--- config.mk ---
export PLATFORM = sky130hd
export DESIGN_NAME = spm_bank_arbiter
export DESIGN_NICKNAME = d
export VERILOG_FILES = /design/src/rtl/spm_bank_arbiter.sv
export SDC_FILE = /design/constraint.sdc
export NUM_CORES = 1
export LEC_CHECK = 0
export ABC_AREA = 0
export CAP_MARGIN = 20
export CELL_PAD_IN_SITES_DETAIL_PLACEMENT = 1
export CELL_PAD_IN_SITES_GLOBAL_PLACEMENT = 2
export CORE_AREA = 4 4 370 372
export CTS_BUF_LIST = sky130_fd_sc_hd__clkbuf_8
export DETAILED_ROUTE_END_ITERATION = 10
export DIE_AREA = 0 0 374 376
export GPL_ROUTABILITY_DRIVEN = 0
export HOLD_SLACK_MARGIN = 0.02
export PLACE_DENSITY_LB_ADDON = 0.2
export SYNTH_ARGS = -nofsm -noshare
export SYNTH_HDL_FRONTEND = slang
export SYNTH_SLANG_ARGS = --single-unit
--- constraint.sdc ---
create_clock -name clk_i -period 3.7 [get_ports clk_i]
set_input_delay 0.74 -clock clk_i [delete_from_list [all_inputs] [get_ports clk_i]]
set_output_delay 0.74 -clock clk_i [all_outputs]
set_load 0.1 [all_outputs]
--- src/rtl/spm_bank_arbiter.sv ---
// spm_bank_arbiter: per-bank round-robin arbitration of NumReq requesters onto a word-interleaved SPM
module spm_bank_arbiter #(
    parameter int NumReq       = 2,
    parameter int NumBanks     = 4,
    parameter int AddrWidth    = 18,
    parameter int DataWidth    = 64,
    parameter int WordsPerBank = 1024,
    parameter int ByteOffW     = $clog2(DataWidth/8),
    parameter int BankSelW     = (NumBanks > 1) ? $clog2(NumBanks) : 0,
    parameter int BankAddrW    = $clog2(WordsPerBank)
) (
    input  logic                   clk_i,
    input  logic                   rst_i,
    input  logic [NumReq-1:0]      req_i,
    output logic [NumReq-1:0]      gnt_o,
    input  logic [AddrWidth-1:0]   addr_i [NumReq],
    input  logic [NumReq-1:0]      we_i,
    input  logic [DataWidth-1:0]   wdata_i [NumReq],
    input  logic [DataWidth/8-1:0] strb_i [NumReq],
    output logic [NumReq-1:0]      rvalid_o,
    output logic [DataWidth-1:0]   rdata_o [NumReq],
    output logic [NumBanks-1:0]    bank_req_o,
    output logic [NumBanks-1:0]    bank_we_o,
    output logic [BankAddrW-1:0]   bank_addr_o [NumBanks],
    output logic [DataWidth-1:0]   bank_wdata_o [NumBanks],
    output logic [DataWidth/8-1:0] bank_be_o [NumBanks],
    input  logic [DataWidth-1:0]   bank_rdata_i [NumBanks],
    input  logic                   stat_clear_i,
    output logic [31:0]            stat_conflicts_o
);
    localparam int SelW = (BankSelW > 0) ? BankSelW : 1;
    localparam int PtrW = (NumReq > 1) ? $clog2(NumReq) : 1;

    logic [SelW-1:0]      w_bank [NumReq];
    logic [BankAddrW-1:0] w_waddr [NumReq];
    logic [NumReq-1:0]    w_gnt;
    logic [NumBanks-1:0]  w_bgnt;
    logic [PtrW-1:0]      w_gidx [NumBanks];
    logic [32:0]          w_sum;
    logic                 w_unused;
    logic [PtrW-1:0]      r_rr [NumBanks];
    logic [NumReq-1:0]    r_vld;
    logic [NumReq-1:0]    r_we;
    logic [SelW-1:0]      r_bank [NumReq];
    logic [31:0]          r_conf;

    always_comb begin
        w_unused = 1'b0;
        for (int k = 0; k < NumReq; k++) begin
            w_bank[k]  = (NumBanks > 1) ? addr_i[k][ByteOffW +: SelW] : '0;
            w_waddr[k] = addr_i[k][ByteOffW+BankSelW +: BankAddrW];
            w_unused   = w_unused ^ (^addr_i[k]);
        end
    end

    // Scan offsets from the bank pointer outward; the first hit wins the bank
    always_comb begin
        w_gnt  = '0;
        w_bgnt = '0;
        for (int b = 0; b < NumBanks; b++) begin
            w_gidx[b] = '0;
            for (int i = 0; i < NumReq; i++)
                for (int k = 0; k < NumReq; k++)
                    if (!w_bgnt[b] && req_i[k] && int'(w_bank[k]) == b && (int'(r_rr[b]) + i) % NumReq == k) begin
                        w_bgnt[b] = 1'b1;
                        w_gidx[b] = PtrW'(k);
                        w_gnt[k]  = 1'b1;
                    end
        end
    end

    always_comb begin
        for (int b = 0; b < NumBanks; b++) begin
            bank_req_o[b]   = w_bgnt[b];
            bank_we_o[b]    = 1'b0;
            bank_addr_o[b]  = '0;
            bank_wdata_o[b] = '0;
            bank_be_o[b]    = '0;
            for (int k = 0; k < NumReq; k++)
                if (w_bgnt[b] && int'(w_gidx[b]) == k) begin
                    bank_we_o[b]    = we_i[k];
                    bank_addr_o[b]  = w_waddr[k];
                    bank_wdata_o[b] = wdata_i[k];
                    bank_be_o[b]    = strb_i[k];
                end
        end
    end

    always_comb begin
        w_sum = {1'b0, r_conf};
        for (int k = 0; k < NumReq; k++)
            w_sum = w_sum + 33'(req_i[k] & ~w_gnt[k]);
    end

    always_comb begin
        for (int k = 0; k < NumReq; k++) begin
            rdata_o[k] = '0;
            for (int b = 0; b < NumBanks; b++)
                if (r_vld[k] && !r_we[k] && int'(r_bank[k]) == b)
                    rdata_o[k] = bank_rdata_i[b];
        end
    end

    always_ff @(posedge clk_i) begin
        if (rst_i) begin
            for (int b = 0; b < NumBanks; b++) r_rr[b] <= '0;
            for (int k = 0; k < NumReq; k++) r_bank[k] <= '0;
            r_vld  <= '0;
            r_we   <= '0;
            r_conf <= '0;
        end else begin
            for (int b = 0; b < NumBanks; b++)
                if (w_bgnt[b])
                    r_rr[b] <= (int'(w_gidx[b]) == NumReq - 1) ? '0 : w_gidx[b] + 1'b1;
            for (int k = 0; k < NumReq; k++) r_bank[k] <= w_bank[k];
            r_vld  <= w_gnt;
            r_we   <= we_i;
            r_conf <= stat_clear_i ? '0 : (w_sum[32] ? '1 : w_sum[31:0]);
        end
    end

    assign gnt_o            = w_gnt;
    assign rvalid_o         = r_vld;
    assign stat_conflicts_o = r_conf;
endmodule

==> results of run 1 <==
[cells by family (layout without fill, tap and decap cells)]
logic type      Yosys count  count (layout)  share of synthesized area (%)
compound gates          634             634                           50.6
xor+xnor                 24              24                           2.38
fa+ha+maj                 2               2                          0.368
buf+inv                 162            1032                           7.31
flops                    44              44                           10.4
other cells               0               7                              0
simple gates            619             619                           28.9
[stage by stage]
| step | std cells | hold slack, ns | area [sq um] |
|---|---|---|---|
| final | 4130 | 0.585 | 25700 |
| after global routing | 4126 | 0.649 | 25700 |
| after CTS | 4122 | 0.592 | 25600 |
| after detailed placement | 4113 | 0.575 | 25300 |
| after global placement | 4113 | 0.559 | 25300 |
| after floorplan | 1485 | 0.781 | 8830 |
[metal layers]
layer / GRT usage, % / up-vias / part of all wire [%]
li1: - / 7131 / -
met1: 16.2 / 7934 / 38
met2: 27.7 / 673 / 52
met3: 4.83 / 65 / 7.9
met4: 2.02 / 10 / 1.4
met5: 0 / - / 0.064
[final timing paths]
check                                  startpoint                         endpoint  slack (ns)
hold reg to reg   stat_conflicts_o[24]$_SDFF_PP0_  stat_conflicts_o[24]$_SDFF_PP0_        0.58
setup reg to reg            r_rr[1]$_SDFFCE_PP0P_  stat_conflicts_o[22]$_SDFF_PP0_        0.89
setup / recovery                        addr_i[4]                bank_wdata_o[139]        0.09
hold / removal    stat_conflicts_o[24]$_SDFF_PP0_  stat_conflicts_o[24]$_SDFF_PP0_        0.58
[power groups by stage]
stage	sequential, mW	clock [mW]	combinational [mW]
2_1_floorplan	0.529	0	2.41
3_3_place_gp	0.516	0	4.74
3_5_place_dp	0.516	0	4.74
4_1_cts	0.505	0.449	4.78
5_1_grt	0.507	0.461	4.88
6_report	0.504	0.423	4.74
[final cells by class]
cell class	instances	area, sq um	area share (%)
timing repair buffer	1014	14900	58.0
multi-input combinational	1279	7490	29.1
tap	1768	2210	8.60
sequential	44	923	3.59
clock buffer	5	68.8	0.268
clock inverter	3	45.0	0.175
inverter	10	37.5	0.146
antenna	7	17.5	0.0681
[what timing repair did]
action / 4_1_cts / 5_1_grt
gates cloned: 1 / 1
endpoints found under the setup margin: 265 / 124
gates resized for setup: 24 / 23
[synthesized netlist by cell type, types with 2 or more instances]
| cell | n |
|---|---|
| nand4_1 | 7 |
| nand2b_1 | 2 |
| edfxtp_1 | 4 |
| buf_6 | 4 |
| nor3b_1 | 3 |
| a41oi_1 | 2 |
| a211oi_1 | 5 |
| and4_1 | 2 |
| o21ai_0 | 256 |
| nor2_1 | 16 |
| a41o_1 | 2 |
| nor4bb_1 | 2 |
| and3_1 | 3 |
| nand3b_1 | 2 |
| xnor2_1 | 16 |
| dfxtp_1 | 40 |
| clkbuf_1 | 122 |
| buf_1 | 20 |
| nand2_1 | 529 |
| nor2b_1 | 10 |
| nor3_1 | 5 |
| o21a_1 | 3 |
| a22o_1 | 332 |
| xor2_1 | 8 |
| buf_2 | 6 |
| and3b_1 | 2 |
| or2_2 | 5 |
| a21oi_1 | 31 |
| nor4_1 | 10 |
| and4b_1 | 3 |
| inv_1 | 10 |
| nand3_1 | 12 |
[flip-flops by register name, summed over array words and instances (netlist names)]
| signal | count |
|---|---|
| stat_conflicts_o | 32 |
| r_bank | 4 |
| r_rr | 4 |
| r_we | 2 |
| rvalid_o | 2 |
[worst max-delay path: cells and delay by family]
family	cells	cell delay, ns
buffers and inverters	4	1.29
AOI/OAI and AO/OA	2	0.41
and+or+nand+nor	1	0.31
==> metrics, run 1 <==
Starting Density=6.62%; Seq/Total Area, Yosys=10.4%; core area=133000 sq um; Max-slew headroom=28.6%; Setup violations, final=0; RSZ-0062 raised after global routing=yes; first-pass GRT wire length=149000 um; setup ws final=0.0878 ns; min-delay worst type=reg -> reg; GRT overflow=0; Worst-Margin Slew=1.07 ns; Synth Warn #=0; Reg power frac=8.9%; Worst-path clk slew=0.10 ns; Core Util, Final=19.3%; P&R area growth vs syn=191%; vias per inst=3.83; top cell type by total area after synthesis=a22o_1; Critical Path AT=2.87 ns; Psw=3.27 mW; die area=141000 sq um; reg2reg path depth=11; Switching Fraction=57.8%; clock insertion delay at the later pin of the skew report=0.33 ns; syn_area_per_cell=5.95 sq um; DR DRC count=0; global-route usage over all layers=14.7%; Setup WS pre-CTS=-0.508 ns; DR vias=15813; CP Launch Type=primary input; clock skew=0.00689 ns; # Post-CTS Setup Buffers=0; async set-reset flop share out of synthesis=0%; Seq cells post-synth=44; row count=134; H-tree lvl count=2; Crit Path Max Fanout=58; Tmin final=3.61 ns; EDFF count, synth=4; Nets=2799; Max clock buf depth=2; Comb pwr share=83.6%; hold_buf cts=0; Crit path largest cell delay=0.49 ns; Slowest cell on crit path=clkdlybuf4s50_1; Unique masters post-synth=43; Synth area leaders=a22o_1 33%, nand2_1 22%, o21ai_0 15%; Pint=2.39 mW; post-synthesis cell count=1485; Setup CP Type=in -> out; ys flop type=dfxtp_1; WL final=111000 um; VDD IR max=0.000131 V; port buffer count=930; CTS tree=built; Detailed Place HPWL=87500 um; share of layout cells above drive strength 1=26.6%; Data required, critical path=2.96 ns; final hold viol count=0; initial antenna violation count=24; outcome=complete, no violations; Pwr Density=220 nW/um^2; Fmax achieved=277 MHz; WL/cell=26.8 um; Setup TNS=0 ns; maxcap violations=0; Post-Syn Area=8830 sq um; top cell type's share of synthesized area=32.9%; crit path cell chain=clkdlybuf4s50_1 -> and3b_2 -> o21a_4 -> buf_6 -> buf_16 -> a22o_1 -> buf_12; DRT iter0 DRCs=574; CTS Root Cell=clkbuf_8; Die Width=374 um; total nets after synthesis=1930; Sinks on Clock Net=44; Chip Height=376 um; commonest non-fill, non-tap cell in the layout=nand2_1; clock power share=7.5%; Slew Viols, Final=0; I/O pin count=943; most frequent cells in the layout=526 x nand2_1, 486 x buf_12, 440 x clkdlybuf4s50_1, 327 x a22o_1, 256 x o21ai_0; Final period util=97.6%; fill count=15427; remaining antenna violation count=0; hold-critical path depth=2; CTS Buf Count=5; critical path endpoint category=output port; first-pass detailed-route iteration total=7; pin count of the biggest net entering global routing=68; vias in the first global route=17150; Static Leakage=10.3 nW; Tot Pwr=5.66 mW
(Power assumes the default switching activity.)
==> run 2: changes to the inputs <==
--- a/config.mk
+++ b/config.mk
@@ -16,6 +16,7 @@
 export GPL_ROUTABILITY_DRIVEN = 0
 export HOLD_SLACK_MARGIN = 0.02
 export PLACE_DENSITY_LB_ADDON = 0.2
+export SLEW_MARGIN = 25
 export SYNTH_ARGS = -nofsm -noshare
 export SYNTH_HDL_FRONTEND = slang
 export SYNTH_SLANG_ARGS = --single-unit
==> results of run 2 <==
Final layout, timing and power as in run 1 (identical DEF).
==> edit 1 (settings of run 1) <==
`NumBanks`: 4 -> 2.
--- a/src/rtl/spm_bank_arbiter.sv
+++ b/src/rtl/spm_bank_arbiter.sv
@@ -1,7 +1,7 @@
 // spm_bank_arbiter: per-bank round-robin arbitration of NumReq requesters onto a word-interleaved SPM
 module spm_bank_arbiter #(
     parameter int NumReq       = 2,
-    parameter int NumBanks     = 4,
+    parameter int NumBanks     = 2,
     parameter int AddrWidth    = 18,
     parameter int DataWidth    = 64,
     parameter int WordsPerBank = 1024,
Ports: changed (6 resized); port bits go from 943 to 647. The function was not compared with the original's and may differ.
==> edit 1 against run 1 <==
Cell count down 28%; power fell by 30%; setup slack better by 61 ps; sequential cell count down 4; sequential share of layout area increased by 1.8 points; clock skew rose by 15 ps; first-iteration DRC count fell by 53%; area after synthesis decreased by 45%; via count is 47% lower; cell area shrank 41%; clock power up 2%; routed wire length fell by 44%; highest routed layer unchanged.
==> edit 1: results (changes against run 1) <==
| Metric | Value |
|---|---|
| Total vias in the final route | `8326 (was 15800)` |
| Grt ovf | `0 (unchanged)` |
| Number of flip-flops in the largest register | `32 (unchanged)` |
| Number of buffers created by CTS | `5 (unchanged)` |
| H-tree depth | `2 (unchanged)` |
| DR iter-0 viols | `271 (was 574)` |
| Netlist cell types | `49 (was 43)` |
| Post-synth EDFFs | `2 (was 4)` |
| Status | `finished, final reports clean (unchanged)` |
| Filler cell count | `15600 (was 15400)` |
| Leakage power | `5.62 nW (was 10.3 nW)` |
| Hold Path Class | `reg2reg (unchanged)` |
| Layout cells sized above 1 | `0.343 (was 0.266)` |
| Critical Path Fanout Max | `6 (was 58)` |
| Initial antenna violation count | `35 (was 24)` |
| 1st-pass router iterations | `4 (was 7)` |
| Slew @ Worst Pin | `972 ps (was 1070 ps)` |
| Ys async rst share | `0 (unchanged)` |
| Synth cell count leaders | `294 x a22o_1, 61 x clkbuf_1, 38 x dfxtp_1 (was 529 x nand2_1, 332 x a22o_1, 256 x o21ai_0)` |
| Synth warn | `0 (unchanged)` |
| Worst-Skew Late Latency | `340 ps` |
| Clock root buffer | `clkbuf_8 (unchanged)` |
| Fin nets | `1525 (was 2799)` |
| Max stage delay on crit path | `490 ps (about the same)` |
| Setup tns final | `0 ps (unchanged)` |
| Post-DP HPWL | `52600 µm (was 87500 µm)` |
| Peak supply drop | `118 µV (was 131 µV)` |
| Register clock-pin slew on the reported worst setup and hold paths | `120 ps (was 100 ps)` |
| Worst clock skew | `21.7 ps (was 6.89 ps)` |
| Area contributors post-synth | `a22o_1 53%, dfxtp_1 16%, clkbuf_1 4.7%, nand3_1 2.5%, nand4_1 1.8% (was a22o_1 33%, nand2_1 22%, o21ai_0 15%, dfxtp_1 9.1%, clkbuf_1 5.2%)` |
| Largest net degree at the start of global routing | `65 (was 68)` |
| Vias in the first global route | `9047 (was 17200)` |
| Sequential element share of the synthesized area | `0.168 (was 0.104)` |
| Slowest cell on the critical path | `or3b_2 (was clkdlybuf4s50_1)` |
| Place WS | `-536 ps (was -508 ps)` |
| Post-synth top flop | `dfxtp_1 (unchanged)` |
| Worst EP arrival | `3810 ps (was 2870 ps)` |
| First-pass GRT wire length | `82000 µm (was 149000 µm)` |
| Syn Nets | `915 (was 1930)` |
| Clock Path Buffers | `2 (unchanged)` |
| GRT Total Usage | `0.0825 (was 0.147)` |
| PortBufs | `632 (was 930)` |
| WL per Instance | `20.9 µm (was 26.8 µm)` |
## edit 1: changes by cell type after synthesis, moves of 6 or more
| cell | change |
|---|---|
| a22o_1 | -38 |
| nand4_1 | +7 |
| xor2_1 | -6 |
| o211ai_1 | +6 |
| o21ai_0 | -254 |
| clkbuf_1 | -61 |
| xnor2_1 | -7 |
| nand2_1 | -516 |
| nand3_1 | +12 |
| a21oi_1 | -14 |
| buf_1 | -8 |
| or4_1 | +8 |
## edit 1: stage by stage
| stage | hold WS, ps | cells |
|---|---|---|
| after floorplan | 868 | 598 |
| after global placement | 517 | 2967 |
| after detailed placement | 542 | 2967 |
| after CTS | 560 | 2975 |
| after global routing | 611 | 2977 |
| final | 563 | 2979 |
## edit 1: final timing paths
| check | startpoint | to | slack (ps) | cells after the start |
|---|---|---|---|---|
| setup / recovery | req_i[1] | stat_conflicts_o[26]$_SDFF_PP0_ | 150 | 15 |
| hold / removal | stat_conflicts_o[30]$_SDFF_PP0_ | stat_conflicts_o[30]$_SDFF_PP0_ | 560 | 2 |
| setup reg to reg | r_rr[0][0]$_SDFFCE_PP0P_ | stat_conflicts_o[26]$_SDFF_PP0_ | 640 | 12 |
| hold reg to reg | stat_conflicts_o[30]$_SDFF_PP0_ | stat_conflicts_o[30]$_SDFF_PP0_ | 560 | 2 |
## edit 1: cell type report
type                       instances  area, µm²  area share
timing repair buffer             679       8100       0.537
multi-input combinational        474       3810       0.253
tap                             1768       2210       0.147
sequential                        40        821      0.0544
clock buffer                       5       68.8     0.00456
clock inverter                     3       46.3     0.00307
inverter                           8       30.0     0.00199
antenna                            2       5.00    0.000331
## edit 1: logic make-up after synthesis
family / synth area share
buf+inv: 0.0666
flops: 0.168
mux: 0.00205
compound gates: 0.592
simple gates: 0.145
fa+ha+maj: 0.00666
xor+xnor: 0.0197
## edit 1: what timing repair did
| action | CTS | global route |
|---|---|---|
| resized for setup | 10 | 14 |
| setup buffers | 0 | 1 |
| gates cloned | 0 | 1 |
| endpoints found under the hold margin | 0 | 0 |
| endpoints found under the setup margin | 152 | 44 |
## edit 1: worst max-delay path, delay by kind of cell
family | cells | cell delay (ps)
adders and majority gates | 2 | 540
buffers and inverters | 6 | 1110
and+or+nand+nor | 5 | 1170
AOI/OAI and AO/OA | 2 | 260
## edit 1: routing by layer
layer	global-route usage	up-vias	wire (µm)
li1	-	3741	-
met3	0.0448	71	7510
met5	0	-	31
met1	0.0863	4055	22300
met2	0.151	453	31800
met4	0.00704	6	592
## edit 1: power by group
group / leakage [nW] / switching (mW) / internal (mW) / total [mW]
clock: 0.0548 / 0.228 / 0.204 / 0.433
combinational: 5.23 / 2.04 / 1.05 / 3.09
sequential: 0.329 / 0.00734 / 0.442 / 0.449
total: 5.62 / 2.27 / 1.70 / 3.97
==> edit 2 (settings of run 1) <==
Without the edit above. Make the reset (`rst_i`) asynchronous in one clocked block.
--- a/src/rtl/spm_bank_arbiter.sv
+++ b/src/rtl/spm_bank_arbiter.sv
@@ -101,7 +101,7 @@
         end
     end
 
-    always_ff @(posedge clk_i) begin
+    always_ff @(posedge clk_i or posedge rst_i) begin
         if (rst_i) begin
             for (int b = 0; b < NumBanks; b++) r_rr[b] <= '0;
             for (int k = 0; k < NumReq; k++) r_bank[k] <= '0;
Check against the original RTL: not settled (the Yosys comparison gave no result); the edit may change what the design does.
==> edit 2 against run 1 <==
Sequential power grew 5.6%; setup slack better by 76 ps; power up 11%; sequential cell count is the same; largest power group unchanged; cell count increased by 5.0%; area after synthesis increased by 5.9%; cell area rose by 3.0%; routed wire length up 2.7%; largest cell class unchanged; highest routed layer unchanged; die area unchanged.
==> edit 2: results (changes against run 1) <==
| Metric | Value |
|---|---|
| Post-CTS setup buffer count | `10 (was 0)` |
| Synth cell count leaders | `698 x nand2_1, 341 x o21ai_0, 249 x a22o_1 (was 529 x nand2_1, 332 x a22o_1, 256 x o21ai_0)` |
| Worst-Skew Late Latency | `310 ps (was 330 ps)` |
| Syn Nets | `2092 (was 1930)` |
| Met2 WL | `58200 µm (was 57800 µm)` |
| Non-Filler Instances | `4336 (was 4130)` |
| Post-CTS Resized | `48 (was 24)` |
| 1st-pass router iterations | `5 (was 7)` |
| Met1 Use GR | `0.172 (was 0.162)` |
| WL per Instance | `26.2 µm (was 26.8 µm)` |
| Peak supply drop | `117 µV (was 131 µV)` |
| Flop-to-flop setup slack | `670 ps (was 890 ps)` |
| Largest net degree at the start of global routing | `65 (was 68)` |
| Met2 Use GR | `0.283 (was 0.277)` |
| Syn avg cell area | `5.68 µm² (was 5.95 µm²)` |
| Fin nets | `3004 (was 2799)` |
| Logic gate share of total power | `0.853 (was 0.836)` |
| Vias/cell | `3.89 (was 3.83)` |
| Filler cell count | `15600 (was 15400)` |
| Post-synth top flop | `dfrtp_1 (was dfxtp_1)` |
| GRT Total Usage | `0.152 (was 0.147)` |
| Netlist cell types | `49 (was 43)` |
| Critical Path Fanout Max | `36 (was 58)` |
| Initial antenna violation count | `32 (was 24)` |
| Switching Share | `0.593 (was 0.578)` |
| Fmax | `283 MHz (was 277 MHz)` |
| Metal1 wirelength | `44300 µm (was 42400 µm)` |
| Status | `finished, final reports clean (unchanged)` |
edit 2: cell count changes after synthesis, sizes merged, moves of 10 or more:
cell,before,now
nand2,530,698
o21ai,256,341
a22o,332,249
dfrtp,0,44
dfxtp,40,0
buf,30,54
clkbuf,122,103
xnor2,16,6
edit 2: kinds of logic (layout without fill, tap and decap cells):
family	after synthesis	in the layout	synth area share
xor+xnor	23	23	0.0215
flops	44	44	0.118
fa+ha+maj	2	2	0.00348
other cells	0	8	0
buf+inv	164	1077	0.0717
mux	4	4	0.00441
simple gates	778	778	0.340
compound gates	632	632	0.441
edit 2: area by class of cell:
cell class                      instances  area, µm²  area share
Sequential cell                        44       1100      0.0416
Inverter                                7       26.3    0.000991
Timing Repair Buffer                 1062      15200       0.572
Clock inverter                          3       42.5     0.00161
Multi-Input combinational cell       1439       7870       0.297
Antenna cell                            8       20.0    0.000755
Tap cell                             1768       2210      0.0835
Clock buffer                            5       68.8     0.00260
